### src/rtl/bitwise_unit_arbiter_if.sv
// Requester, datapath and completion signals shared by bitwise_unit_arbiter and its environment.
// slave is the arbiter's view; master is the environment (requesters plus structural datapath).
interface bitwise_unit_arbiter_if;
    logic        req0;
    logic [1:0]  op0;
    logic [31:0] a0;
    logic [31:0] b0;
    logic        req1;
    logic [1:0]  op1;
    logic [31:0] a1;
    logic [31:0] b1;
    logic [31:0] dp_a;
    logic [31:0] dp_b;
    logic [1:0]  dp_op;
    logic [31:0] dp_res;
    logic [31:0] result;
    logic        done0;
    logic        done1;
    logic        busy;
    logic        gnt_id;

    modport slave (
        input  req0, op0, a0, b0, req1, op1, a1, b1, dp_res,
        output dp_a, dp_b, dp_op, result, done0, done1, busy, gnt_id
    );

    modport master (
        output req0, op0, a0, b0, req1, op1, a1, b1, dp_res,
        input  dp_a, dp_b, dp_op, result, done0, done1, busy, gnt_id
    );
endinterface

### src/rtl/bitwise_unit_arbiter.sv
// Round-robin sharing of one external gate-level bitwise unit between two requesters,
// holding registered operands for SETTLE_CYCLES edges before capturing the result.
module bitwise_unit_arbiter #(
    parameter int unsigned SETTLE_CYCLES = 2,
    parameter int unsigned CNT_W         = 8
) (
    input  logic                    clk,
    input  logic                    reset,
    bitwise_unit_arbiter_if.slave   bus
);

    typedef enum logic [1:0] {
        IDLE   = 2'd0,
        SETTLE = 2'd1,
        DONE   = 2'd2
    } state_t;

    localparam logic [CNT_W-1:0] CNT_LOAD = CNT_W'(SETTLE_CYCLES - 1);

    state_t            state, state_nx;
    logic [31:0]       dp_a_q, dp_a_nx;
    logic [31:0]       dp_b_q, dp_b_nx;
    logic [1:0]        dp_op_q, dp_op_nx;
    logic [31:0]       result_q, result_nx;
    logic [CNT_W-1:0]  cnt_q, cnt_nx;
    logic              done0_q, done0_nx;
    logic              done1_q, done1_nx;
    logic              busy_q, busy_nx;
    logic              gnt_q, gnt_nx;
    logic              any_req;
    logic              win_id;

    // On a tie the requester that was not granted last wins; a lone request always wins.
    assign any_req = bus.req0 | bus.req1;
    assign win_id  = (bus.req0 & bus.req1) ? ~gnt_q : bus.req1;

    always_ff @(posedge clk or posedge reset) begin
        if (reset) begin
            state    <= IDLE;
            dp_a_q   <= '0;
            dp_b_q   <= '0;
            dp_op_q  <= '0;
            result_q <= '0;
            cnt_q    <= '0;
            done0_q  <= 1'b0;
            done1_q  <= 1'b0;
            busy_q   <= 1'b0;
            gnt_q    <= 1'b1;
        end else begin
            state    <= state_nx;
            dp_a_q   <= dp_a_nx;
            dp_b_q   <= dp_b_nx;
            dp_op_q  <= dp_op_nx;
            result_q <= result_nx;
            cnt_q    <= cnt_nx;
            done0_q  <= done0_nx;
            done1_q  <= done1_nx;
            busy_q   <= busy_nx;
            gnt_q    <= gnt_nx;
        end
    end

    always_comb begin
        state_nx  = state;
        dp_a_nx   = dp_a_q;
        dp_b_nx   = dp_b_q;
        dp_op_nx  = dp_op_q;
        result_nx = result_q;
        cnt_nx    = cnt_q;
        done0_nx  = 1'b0;
        done1_nx  = 1'b0;
        busy_nx   = busy_q;
        gnt_nx    = gnt_q;

        case (state)
            IDLE: begin
                if (any_req) begin
                    dp_a_nx  = win_id ? bus.a1  : bus.a0;
                    dp_b_nx  = win_id ? bus.b1  : bus.b0;
                    dp_op_nx = win_id ? bus.op1 : bus.op0;
                    gnt_nx   = win_id;
                    cnt_nx   = CNT_LOAD;
                    busy_nx  = 1'b1;
                    state_nx = SETTLE;
                end
            end
            SETTLE: begin
                if (cnt_q == '0) begin
                    result_nx = bus.dp_res;
                    done0_nx  = ~gnt_q;
                    done1_nx  = gnt_q;
                    state_nx  = DONE;
                end else begin
                    cnt_nx = cnt_q - CNT_W'(1);
                end
            end
            DONE: begin
                // Requests are not looked at here so a requester dropping req on done is not re-served.
                busy_nx  = 1'b0;
                state_nx = IDLE;
            end
            default: begin
                state_nx = IDLE;
            end
        endcase
    end

    assign bus.dp_a   = dp_a_q;
    assign bus.dp_b   = dp_b_q;
    assign bus.dp_op  = dp_op_q;
    assign bus.result = result_q;
    assign bus.done0  = done0_q;
    assign bus.done1  = done1_q;
    assign bus.busy   = busy_q;
    assign bus.gnt_id = gnt_q;

endmodule

### src/flat_wrapper.sv
// flat-port wrapper written by rule: the top's interface ports become plain ports
module bitwise_unit_arbiter_flat 
#(
    parameter int unsigned SETTLE_CYCLES = 2,
    parameter int unsigned CNT_W         = 8
)
  (clk, reset, bus_req0, bus_op0, bus_a0, bus_b0, bus_req1, bus_op1, bus_a1, bus_b1, bus_dp_res, bus_dp_a, bus_dp_b, bus_dp_op, bus_result, bus_done0, bus_done1, bus_busy, bus_gnt_id);
  bitwise_unit_arbiter_if bus_i ();
  input  logic clk;
  input  logic reset;
  input wire logic [$bits(bus_i.req0)-1:0] bus_req0;
  input wire logic [$bits(bus_i.op0)-1:0] bus_op0;
  input wire logic [$bits(bus_i.a0)-1:0] bus_a0;
  input wire logic [$bits(bus_i.b0)-1:0] bus_b0;
  input wire logic [$bits(bus_i.req1)-1:0] bus_req1;
  input wire logic [$bits(bus_i.op1)-1:0] bus_op1;
  input wire logic [$bits(bus_i.a1)-1:0] bus_a1;
  input wire logic [$bits(bus_i.b1)-1:0] bus_b1;
  input wire logic [$bits(bus_i.dp_res)-1:0] bus_dp_res;
  output wire logic [$bits(bus_i.dp_a)-1:0] bus_dp_a;
  output wire logic [$bits(bus_i.dp_b)-1:0] bus_dp_b;
  output wire logic [$bits(bus_i.dp_op)-1:0] bus_dp_op;
  output wire logic [$bits(bus_i.result)-1:0] bus_result;
  output wire logic [$bits(bus_i.done0)-1:0] bus_done0;
  output wire logic [$bits(bus_i.done1)-1:0] bus_done1;
  output wire logic [$bits(bus_i.busy)-1:0] bus_busy;
  output wire logic [$bits(bus_i.gnt_id)-1:0] bus_gnt_id;
  assign bus_i.req0 = bus_req0;
  assign bus_i.op0 = bus_op0;
  assign bus_i.a0 = bus_a0;
  assign bus_i.b0 = bus_b0;
  assign bus_i.req1 = bus_req1;
  assign bus_i.op1 = bus_op1;
  assign bus_i.a1 = bus_a1;
  assign bus_i.b1 = bus_b1;
  assign bus_i.dp_res = bus_dp_res;
  assign bus_dp_a = bus_i.dp_a;
  assign bus_dp_b = bus_i.dp_b;
  assign bus_dp_op = bus_i.dp_op;
  assign bus_result = bus_i.result;
  assign bus_done0 = bus_i.done0;
  assign bus_done1 = bus_i.done1;
  assign bus_busy = bus_i.busy;
  assign bus_gnt_id = bus_i.gnt_id;
  bitwise_unit_arbiter #(.SETTLE_CYCLES(SETTLE_CYCLES), .CNT_W(CNT_W)) u_core (.clk(clk), .reset(reset), .bus(bus_i));
endmodule
### config.mk
export PLATFORM = sky130hd
export DESIGN_NAME = bitwise_unit_arbiter_flat
export DESIGN_NICKNAME = d
export VERILOG_FILES = /design/src/rtl/bitwise_unit_arbiter_if.sv /design/src/rtl/bitwise_unit_arbiter.sv /design/src/flat_wrapper.sv
export SDC_FILE = /design/constraint.sdc
export NUM_CORES = 1
export LEC_CHECK = 0
export ABC_AREA = 1
export BUFFER_PORTS_ARGS = -buffer_cell sky130_fd_sc_hd__buf_2
export CORE_ASPECT_RATIO = 1.2
export CORE_MARGIN = 4
export CORE_UTILIZATION = 45
export DETAILED_ROUTE_END_ITERATION = 16
export GPL_TIMING_DRIVEN = 0
export MAX_ROUTING_LAYER = met4
export PLACE_DENSITY = 0.82
export SLEW_MARGIN = 10
export SYNTH_ARGS = -nofsm -noshare
export SYNTH_HDL_FRONTEND = slang
export SYNTH_SLANG_ARGS = --single-unit
export TNS_END_PERCENT = 5
### constraint.sdc
create_clock -name clk -period 4.1 [get_ports clk]
set_input_delay 0.205 -clock clk [delete_from_list [all_inputs] [get_ports clk]]
set_output_delay 0.205 -clock clk [all_outputs]
set_load 0.03 [all_outputs]
==> flow_summary_export.csv, run 1 <==
group,metric,value,unit
detailed_routing,drt_first_pass_iters,5,
timing,worstMarginPinSlew,589,ps
synthesis,yosys-top-cells-area,"dfrtp_1 (57%), nand2_1 (14%), o21ai_1 (8.1%), o21ai_0 (6.2%), nor2_1 (6.0%)",
final_layout,area_delta_synth_final,37.1,%
final_layout,antennaDiodeCount,0,
timing,rsz0062_at_grt,"false",
final_layout,fill_cells,967,
detailed_routing,wirelength,15.3,mm
detailed_routing,antenna_left,0,
worst_setup_path,crit_start,"u_core.bus.gnt_id",
worst_setup_path,cp-start-kind,"flip-flop",
placement,port_buffers,269,
timing,setup_viol,0,
cts,cts_tree,"built",
worst_setup_path,rrSetupSlack,2370,ps
synthesis,seq_area_frac_synth,0.572,
final_layout,nets,1039,
synthesis,avgSynthCellArea,8.34,um2
die,die_y,122,um
cts,hold_buffers,1,
detailed_routing,route.detailed.drc,0,
cts,cts_setup_buffers,0,
placement,dp.cells,987,
die,num_io_pins,270,
synthesis,synth_xor_area_frac,0.00357,
cts,cts_buffer_depth,2,
detailed_routing,vias,5009,
global_route,grt_pass1_vias,4853,
die,fp.dieArea,12600,um2
global_route,antenna_found_initial,0,
global_route,grt_pass1_wl,23.3,mm
worst_setup_path,cpMaxStageDelayCell,"dfstp_2",
worst_setup_path,max_stage_delay,570,ps
timing,fin_crit,1730,ps
timing,max-slew-margin-rel,0.607,
cts,clk_pin_slew,80,ps
die,die_x,103,um
global_route,grt_start_max_net_pins,63,
die,core-area,10600,um2
timing,slew_viol_final,0,
run_status,status,"complete, no violations",
synthesis,synth-simple-area-share,0.225,
power_and_ir_drop,power.leakage,3.63,nW
synthesis,synth_compound_area_frac,0.145,
synthesis,syn_inst,588,
final_layout,regArea,2800,um2
worst_setup_path,r2r.worst_path.cells,6,
synthesis,synthMuxAreaShare,0,
worst_setup_path,reg2reg_to,"u_core.bus.dp_a[26]",
timing,skew,8.94,ps
worst_setup_path,worstPathRequired,4360,ps
synthesis,synth_top_family_by_area,"simple AND/OR/NAND/NOR gates",
synthesis,synth_warnings,0,
final_layout,instances_no_fill,1004,
die,row_count,41,
timing,hold_slack,50.6,ps
global_route,overflow,0,
detailed_routing,drt_iter0_markers,263,
cts,clk_latency,340,ps
timing,fin_crit_sh,0.423,
min_path,min_path_type,"primary input to flip-flop",
placement,gp_congestion,0.881,
timing,final.setup.worst_slack,2370,ps
placement,place_area,6440,um2
die,start_util,0.464,
synthesis,yosysTopAreaCellShare,0.566,
synthesis,synth_nets,757,
worst_setup_path,critPathMaxFanout,10,
worst_setup_path,endpoint_kind,"flip-flop",
flow_run,cap_violations,0,
final_layout,drive_gt1_frac,0.366,
power_and_ir_drop,finalPower,5.79,mW
final_layout,fin_util,0.637,
global_route,track_usage,0.245,
cts,ctsResizeCount,0,
placement,dp_hpwl,11.8,mm
cts,cts.sinks,112,
final_layout,multiInputGateArea,1850,um2
worst_setup_path,cp.arrival,1990,ps
timing,fin_setup_tns,0,ps
power_and_ir_drop,power.density,861,nW/um2
worst_setup_path,setup.worst_path.class,"flip-flop to flip-flop",
synthesis,synth_largest_area_cell,"dfrtp_1",
placement,preCtsSetupSlack,2380,ps
synthesis,yosysUniqueCellTypes,27,
worst_setup_path,endpoint,"u_core.bus.dp_a[26]",
final_layout,finalInstanceArea,6730,um2
detailed_routing,via_per_inst,4.99,
worst_setup_path,cp_cell_sequence,"nand2_1 > nand2_1 > buf_4 > clkbuf_1 > nor2_1 > o21ai_1",
cts,cts_inserted_buffers,9,
timing,hold_violations,0,
timing,fmax,577,MHz
worst_setup_path,r2r-start,"u_core.bus.gnt_id",
synthesis,syn_area,4900,um2
cts,clockRootBuffer,"clkbuf_16",
worst_setup_path,cpMostUsedCell,"nand2_1",
detailed_routing,routedWlPerCell,15.3,um
synthesis,synth-seq-cells,112,
power_and_ir_drop,vdd_drop_max,0.000659,V
cts,htree_levels,3,
synthesis,synthAdderAreaFrac,0.00255,
report_power, final:
| group | internal [mW] | switching, mW |
|---|---|---|
| Sequential | 1.65 | 0.305 |
| Clock | 0.416 | 0.407 |
| Combinational | 0.899 | 2.11 |
layout make-up:
| class | instances | area share |
|---|---|---|
| plain buffers | 35 | 0.0288 |
| clock buffers | 10 | 0.0340 |
| clock inverters | 6 | 0.00632 |
| inverters | 15 | 0.00949 |
| multi-input cells | 426 | 0.275 |
| flip-flops and latches | 112 | 0.417 |
| well taps | 129 | 0.0240 |
| repair buffers | 271 | 0.206 |
state kept, by name (all words and copies together), names as in the netlist:
| register | flops |
|---|---|
| u_core.bus.gnt_id | 1 |
| u_core.bus.dp_b | 32 |
| u_core.cnt_q | 8 |
| u_core.state | 2 |
| u_core.bus.done0 | 1 |
| u_core.bus.done1 | 1 |
| u_core.bus.busy | 1 |
| u_core.bus.dp_a | 32 |
| u_core.bus.result | 32 |
| u_core.bus.dp_op | 2 |
how the worst min path moves through the flow:
stage / from / endpoint / slack (ps) / cells past startpoint
global placement: bus_dp_res[13] / u_core.bus.result[13] / 400 / 3
CTS: bus_dp_res[13] / u_core.bus.result[13] / 40 / 3
finish: bus_dp_res[13] / u_core.bus.result[13] / 50 / 3
global route: bus_dp_res[13] / u_core.bus.result[13] / 50 / 3
floorplan: bus_dp_res[0] / u_core.bus.result[0] / 310 / 2
detailed placement: reset / u_core.bus.result[31] / 280 / 2
routing by layer:
metal / up-vias / global-route usage / routed length, um
met5: - / - / 0
met4: 0 / 0.0704 / 255
met3: 16 / 0.0506 / 1360
li1: 2447 / - / -
met2: 229 / 0.413 / 7680
met1: 2317 / 0.297 / 6030
cell usage in the layout (no fill, tap or decap), drive strengths merged:
cell type	n
nor3	3
o21ai	140
nor2	82
dfstp	1
ha	1
buf	291
clkinvlp	2
nand4	1
or2	1
dlygate4sd3	1
clkinv	2
xor2	2
o21bai	1
nand2	188
nand3	6
dfrtp	111
inv	17
clkbuf	24
a21oi	1
cell families after synthesis:
| kind of cell | count (synthesis) |
|---|---|
| flip-flops | 112 |
| AO/OA/AOI/OAI | 142 |
| AND/OR/NAND/NOR | 281 |
| XOR/XNOR | 2 |
| buffers and inverters | 50 |
| adder cells (fa/ha/maj) | 1 |
critical path, delay by kind of cell (launching register included):
kind | cells | cell delay [ps]
buffers and inverters | 2 | 610
DFF | 1 | 570
and+or+nand+nor | 3 | 310
AOI/OAI and AO/OA | 1 | 170
Yosys cell counts:
library cell,n
nor2_2,2
inv_4,1
ha_1,1
buf_2,12
buf_4,6
nand2_2,1
nor3_4,1
dfrtp_1,111
nand3_1,6
inv_1,12
o21bai_1,1
or2_2,1
nand4_1,1
o21ai_0,61
buf_6,3
inv_2,2
a21oi_1,1
nor2_1,79
nand2_4,1
clkbuf_2,2
nor3_1,2
nor2_4,1
dfstp_2,1
nand2_1,186
xor2_1,2
o21ai_1,79
clkbuf_1,12
(Power assumes the default switching activity.)
==> run 2, diff against run 1 <==
--- a/config.mk
+++ b/config.mk
@@ -5,7 +5,7 @@
 export SDC_FILE = /design/constraint.sdc
 export NUM_CORES = 1
 export LEC_CHECK = 0
-export ABC_AREA = 1
+export ABC_AREA = 0
 export BUFFER_PORTS_ARGS = -buffer_cell sky130_fd_sc_hd__buf_2
 export CORE_ASPECT_RATIO = 1.2
 export CORE_MARGIN = 4
@@ -13,7 +13,7 @@
 export DETAILED_ROUTE_END_ITERATION = 16
 export GPL_TIMING_DRIVEN = 0
 export MAX_ROUTING_LAYER = met4
-export PLACE_DENSITY = 0.82
+export PLACE_DENSITY = 0.81
 export SLEW_MARGIN = 10
 export SYNTH_ARGS = -nofsm -noshare
 export SYNTH_HDL_FRONTEND = slang
==> constraint.sdc (replaced) <==
create_clock -name clk -period 1.7 [get_ports clk]
set_input_delay 0.085 -clock clk [delete_from_list [all_inputs] [get_ports clk]]
set_output_delay 0.085 -clock clk [all_outputs]
set_load 0.03 [all_outputs]
==> run 2 against run 1 <==
The flow now finishes with violations (setup timing). Clock-buffer cell count increased by 2. First-iteration DRC count decreased by 24%. Flip-flop and latch count unchanged. Fmax decreased by 1.1%. Critical path type unchanged. Largest cell class unchanged.
==> flow_summary_export.csv, run 2 <==
group,metric,value,unit
cts,clockRootBuffer,"clkbuf_16",
detailed_routing,via_per_inst,4.95,
timing,fin_setup_tns,-771,ps
synthesis,yosys-top-cells-area,"dfrtp_1 (54%), mux2i_1 (13%), mux2_4 (8.2%), a21oi_1 (7.1%), nor2_1 (5.5%)",
power_and_ir_drop,vdd_drop_max,0.00143,V
power_and_ir_drop,power.density,1900,nW/um2
placement,dp.cells,853,
timing,setup_viol,31,
detailed_routing,drt-met1-wl,5.92,mm
worst_setup_path,setup.worst_path.class,"flip-flop to flip-flop",
final_layout,area_delta_synth_final,49.8,%
run_status,violations,"setup timing",
synthesis,seq_area_frac_synth,0.549,
cts,cts.sinks,112,
die,num_io_pins,270,
cts,clk_latency,340,ps
detailed_routing,wirelength,15.7,mm
detailed_routing,vias,4542,
detailed_routing,routed-wl-met3,919,um
detailed_routing,wl_met2,8.53,mm
synthesis,synth_nets,596,
cts,htree_levels,3,
placement,dp_hpwl,11.2,mm
final_layout,nets,928,
synthesis,yosysUniqueCellTypes,41,
cts,cts_inserted_buffers,9,
final_layout,antennaDiodeCount,0,
global_route,track_usage,0.241,
synthesis,synth_top_cells_by_count,"dfrtp_1 (111), nor2_1 (75), a21oi_1 (72)",
timing,max-slew-margin-rel,0.687,
synthesis,synth_warnings,0,
synthesis,yosysMostFrequentCell,"dfrtp_1",
timing,fmax,570,MHz
global_route,overflow,0,
worst_setup_path,worstPathRequired,1930,ps
worst_setup_path,cp.arrival,1980,ps
timing,fin_crit_sh,1.03,
final_layout,layout_commonest_cell,"buf_2",
timing,rsz0062_at_grt,"true",
cts,cts_tree,"built",
timing,hold_violations,0,
timing,skew,9.88,ps
placement,gp_congestion,0.861,
global_route,grt_pass1_wl,24.8,mm
synthesis,synth-main-ff-cell,"dfrtp_1",
worst_setup_path,r2r-start,"u_core.cnt_q[0]",
placement,place_area,6710,um2
power_and_ir_drop,finalPower,14.6,mW
die,row_count,42,
synthesis,synth-async-reset-ratio,1.00,
global_route,antenna_found_initial,0,
detailed_routing,routedWlPerCell,17.1,um
worst_setup_path,cp-start-kind,"flip-flop",
synthesis,synth_edf_count,0,
synthesis,synth-seq-cells,112,
die,fp.dieArea,13100,um2
min_path,min-delay-start,"bus_req1",
detailed_routing,drt_iter0_markers,199,
detailed_routing,drt_first_pass_iters,4,
global_route,grt_start_max_net_pins,41,
timing,worstMarginPinSlew,470,ps
synthesis,avgSynthCellArea,12.0,um2
timing,final.setup.worst_slack,-54.2,ps
worst_setup_path,crit_start,"u_core.cnt_q[0]",
placement,port_buffers,269,
worst_setup_path,critPathMaxFanout,5,
synthesis,synth_largest_area_cell,"dfrtp_1",
global_route,grt_pass1_vias,4992,
worst_setup_path,r2r.worst_path.cells,8,
timing,hold_slack,38.3,ps
final_layout,drive_gt1_frac,0.497,
min_path,min_path_type,"primary input to flip-flop",
power_and_ir_drop,power.leakage,3.79,nW
die,core-area,11100,um2
synthesis,syn_area,5110,um2
die,start_util,0.461,
timing,slew_viol_final,0,
cts,cts_buffer_depth,2,
final_layout,finalInstanceArea,7650,um2
die,die_x,105,um
synthesis,syn_inst,427,
cts,clk_pin_slew,70,ps
die,die_y,125,um
timing,fin_crit,1750,ps
min_path,hold_depth,3,
run_status,status,"complete, but fails checks",
detailed_routing,route.detailed.drc,0,
detailed_routing,antenna_left,0,
flow_run,cap_violations,0,
worst_setup_path,endpoint_kind,"flip-flop",
synthesis,yosysTopAreaCellShare,0.544,
detailed_routing,top_layer_used,"met4",
final_layout,final_cell_mix,"buf_2 (281), dfrtp_1 (110), nor2_1 (74)",
final_layout,instances_no_fill,918,
## run 2: cell count changes in the layout (fill, tap and decap cells not counted), moves of 33 or more
cell and delta:
a21oi_1 +70, mux2_4 +33, o21ai_1 -79, mux2i_1 +66, o21ai_0 -60, nand2_1 -185, dlygate4sd3_1 +33
## run 2: layout make-up
class                           instances  area, um2
Timing Repair Buffer                  321       1950
Fill cell                             815       3440
Inverter                                7       30.0
Sequential cell                       112       2810
Clock inverter                          4       76.3
Tap cell                              154        193
Clock buffer                           12        256
Multi-Input combinational cell        282       2140
Buffer                                 26        203
## run 2: kinds of logic (layout without fill, tap and decap cells)
| kind of cell | after synthesis | in the layout | synth area share |
|---|---|---|---|
| xor+xnor | 1 | 1 | 0.00172 |
| buf+inv | 33 | 370 | 0.0414 |
| flops | 112 | 112 | 0.549 |
| fa+ha+maj | 1 | 1 | 0.00245 |
| simple gates | 97 | 97 | 0.0924 |
| mux | 99 | 99 | 0.223 |
| compound gates | 84 | 84 | 0.0902 |
## run 2: final timing paths
path                                          to  slack [ps]
max in group asynchronous  u_core.bus.result[21]         830
min reg2reg                 u_core.bus.result[8]         510
max reg2reg                 u_core.bus.result[3]         -50
min in group asynchronous     u_core.bus.dp_b[0]         210
min                            u_core.bus.gnt_id          40
max                         u_core.bus.result[3]         -50
## run 2: stage by stage
stage	utilization	setup WS, ps
after global routing	0.690	-103
after floorplan	-	-129
after CTS	0.683	-62.3
after detailed placement	0.605	-315
final	0.690	-54.2
after global placement	0.600	-368
## run 2: what timing repair did
action	CTS	global route
gates resized for setup	12	10
endpoints found under the setup margin	38	100
setup buffers	10	3
endpoints found under the hold margin	108	0
cloned	1	1
pin swaps	3	2
hold buffers	34	0
## run 2: metal layers
metal  GRT usage  vias up
li1            -     2152
met5           -        -
met1       0.265     2161
met4      0.0911        0
met3      0.0363       30
met2       0.435      199
## run 2: critical path, stage by stage, from the launching register on
cell       delay [ps]
dfrtp_1           420
inv_2              80
ha_4              120
and2b_4           160
nand4_4           110
nor2_8            170
buf_12            140
clkbuf_16         130
mux2_4            300
## run 2: report_power, final
part | internal, mW | switching (mW) | leakage (nW) | total [mW]
logic | 2.88 | 4.64 | 2.35 | 7.52
clock network | 1.38 | 0.950 | 0.159 | 2.33
registers | 3.94 | 0.771 | 1.28 | 4.72
total | 8.21 | 6.36 | 3.79 | 14.6
==> run 3, diff against run 2 <==
--- a/config.mk
+++ b/config.mk
@@ -7,7 +7,6 @@
 export LEC_CHECK = 0
 export ABC_AREA = 0
 export BUFFER_PORTS_ARGS = -buffer_cell sky130_fd_sc_hd__buf_2
-export CORE_ASPECT_RATIO = 1.2
 export CORE_MARGIN = 4
 export CORE_UTILIZATION = 45
 export DETAILED_ROUTE_END_ITERATION = 16
==> run 3 against run 2 <==
Register-to-register slack worse by 20 ps. Global-route usage down 0.20 points. Via count up 2.0%. The flow still finishes with violations (setup timing). Sequential power about the same. Largest power group unchanged.
==> flow_summary_export.csv, run 3 (synthesis gave the netlist of run 2 again) <==
group,metric,value,unit
run_status,status,"complete, but fails checks",
worst_setup_path,setup.worst_path.class,"flip-flop to flip-flop",
power_and_ir_drop,vdd_drop_max,0.00106,V
timing,hold_violations,0,
detailed_routing,antenna_left,0,
worst_setup_path,max_stage_delay,400,ps
cts,cts_tree,"built",
placement,dp.cells,839,
final_layout,antennaDiodeCount,0,
timing,skew,8.31,ps
cts,clk_latency,340,ps
timing,fin_crit,1770,ps
global_route,grt_pass1_wl,24.0,mm
power_and_ir_drop,internal-power,8.17,mW
placement,port_buffers,269,
placement,gp_congestion,0.830,
detailed_routing,drt_iter0_markers,279,
cts,htree_levels,3,
timing,fin_setup_tns,-1330,ps
detailed_routing,via_per_inst,5.13,
die,fp.dieArea,13100,um2
detailed_routing,routedWlPerCell,17.6,um
timing,setup_viol,32,
power_and_ir_drop,switching_share,0.439,
cts,cts_inserted_buffers,9,
die,row_count,38,
power_and_ir_drop,combPwrFrac,0.514,
worst_setup_path,cpMaxStageDelayCell,"dfrtp_1",
global_route,use_met3,0.0333,
worst_setup_path,critPathMaxFanout,5,
worst_setup_path,endpoint_kind,"flip-flop",
timing,max-slew-margin-rel,0.677,
cts,cts_buffer_depth,2,
power_and_ir_drop,switching_power,6.38,mW
final_layout,layout_commonest_cell,"buf_2",
timing,fmax,565,MHz
power_and_ir_drop,sequentialPowerShare,0.326,
final_layout,drive_gt1_frac,0.498,
cts,clockRootBuffer,"clkbuf_16",
power_and_ir_drop,clkPwrFrac,0.160,
cts,cts.sinks,112,
final_layout,area_delta_synth_final,49.0,%
timing,fin_crit_sh,1.04,
detailed_routing,drt_first_pass_iters,7,
global_route,antenna_found_initial,0,
global_route,overflow,0,
global_route,grt-busiest-layer,"met2",
final_layout,finalInstanceArea,7610,um2
global_route,track_usage,0.239,
die,core-area,11000,um2
worst_setup_path,cp-start-kind,"flip-flop",
placement,preCtsSetupSlack,-350,ps
worst_setup_path,cp.arrival,2000,ps
cts,clk_pin_slew,70,ps
flow_run,cap_violations,0,
power_and_ir_drop,power.density,1910,nW/um2
detailed_routing,route.detailed.drc,0,
power_and_ir_drop,power.leakage,3.77,nW
detailed_routing,vias,4634,
die,start_util,0.465,
worst_setup_path,worstPathRequired,1930,ps
timing,final.setup.worst_slack,-69.5,ps
run_status,violations,"setup timing",
final_layout,nets,927,
final_layout,final_cell_mix,"buf_2 (282), dfrtp_1 (110), nor2_1 (74)",
timing,worstMarginPinSlew,485,ps
placement,dp_hpwl,11.1,mm
global_route,use_met1,0.262,
worst_setup_path,cp_cell_sequence,"inv_2 > ha_4 > and2b_4 > nand4_4 > nor2_8 > buf_12 > clkbuf_16 > mux2_4",
global_route,grt_util_met2,0.432,
die,die_x,115,um
global_route,grt_pass1_vias,4957,
min_path,min_path_type,"primary input to flip-flop",
final_layout,instances_no_fill,903,
global_route,grt_start_max_net_pins,38,
die,num_io_pins,270,
timing,rsz0062_at_grt,"true",
detailed_routing,wirelength,15.9,mm
timing,slew_viol_final,0,
die,die_y,115,um
placement,place_area,6690,um2
power_and_ir_drop,finalPower,14.5,mW
run 3: area by class of cell:
| type | count | area (um2) |
|---|---|---|
| fillers | 798 | 3380 |
| flip-flops and latches | 112 | 2810 |
| multi-input cells | 282 | 2140 |
| repair buffers | 320 | 1930 |
| clock buffers | 12 | 256 |
| plain buffers | 26 | 201 |
| well taps | 140 | 175 |
| clock inverters | 4 | 76.3 |
| inverters | 7 | 30.0 |
run 3: layer usage:
| layer | part of all wire | wire, um | vias up |
|---|---|---|---|
| met4 | 0.025 | 389 | 0 |
| met1 | 0.36 | 5720 | 2212 |
| li1 | - | - | 2150 |
| met5 | 0 | 0 | - |
| met3 | 0.077 | 1230 | 32 |
| met2 | 0.54 | 8540 | 240 |
run 3: worst paths after layout:
check,start,to,slack [ps],depth (start not counted)
setup / recovery,u_core.cnt_q[1],u_core.bus.result[25],-70,8
hold / removal,bus_b0[14],u_core.bus.dp_b[14],50,3
setup reg to reg,u_core.cnt_q[1],u_core.bus.result[25],-70,8
hold reg to reg,u_core.bus.result[11],u_core.bus.result[11],520,1
max in group asynchronous,reset,u_core.bus.dp_b[8],540,6
min in group asynchronous,reset,u_core.bus.result[9],220,3
run 3: repair_timing:
action                                  CTS  global route
gates resized for setup                  12             9
setup buffers                            10             2
endpoints found under the hold margin    77             0
hold buffers                             34             0
pin swaps                                 3             1
cloned                                    1             1
endpoints found under the setup margin  101           101
run 3: stage by stage:
stage | utilization | hold slack [ps]
finish | 0.693 | 45.4
global route | 0.693 | 52.6
CTS | 0.687 | 22.5
detailed placement | 0.609 | 36.9
global placement | 0.604 | 274
floorplan | - | 148
run 3: critical path: cells and delay by family (launching register included):
| kind | cells | cell delay, ps |
|---|---|---|
| adders and majority gates | 1 | 140 |
| buffers and inverters | 3 | 370 |
| DFF | 1 | 400 |
| muxes | 1 | 290 |
| and+or+nand+nor | 3 | 460 |
run 3: power groups by stage:
stage                     Clock (mW)  Combinational (mW)  Sequential, mW
final                           2.33                7.47            4.75
after global routing            2.47                7.91            4.88
after CTS                       2.36                7.36            4.71
after detailed placement           0                7.00            4.72
after global placement             0                6.78            4.66
after floorplan                    0                2.55            7.00
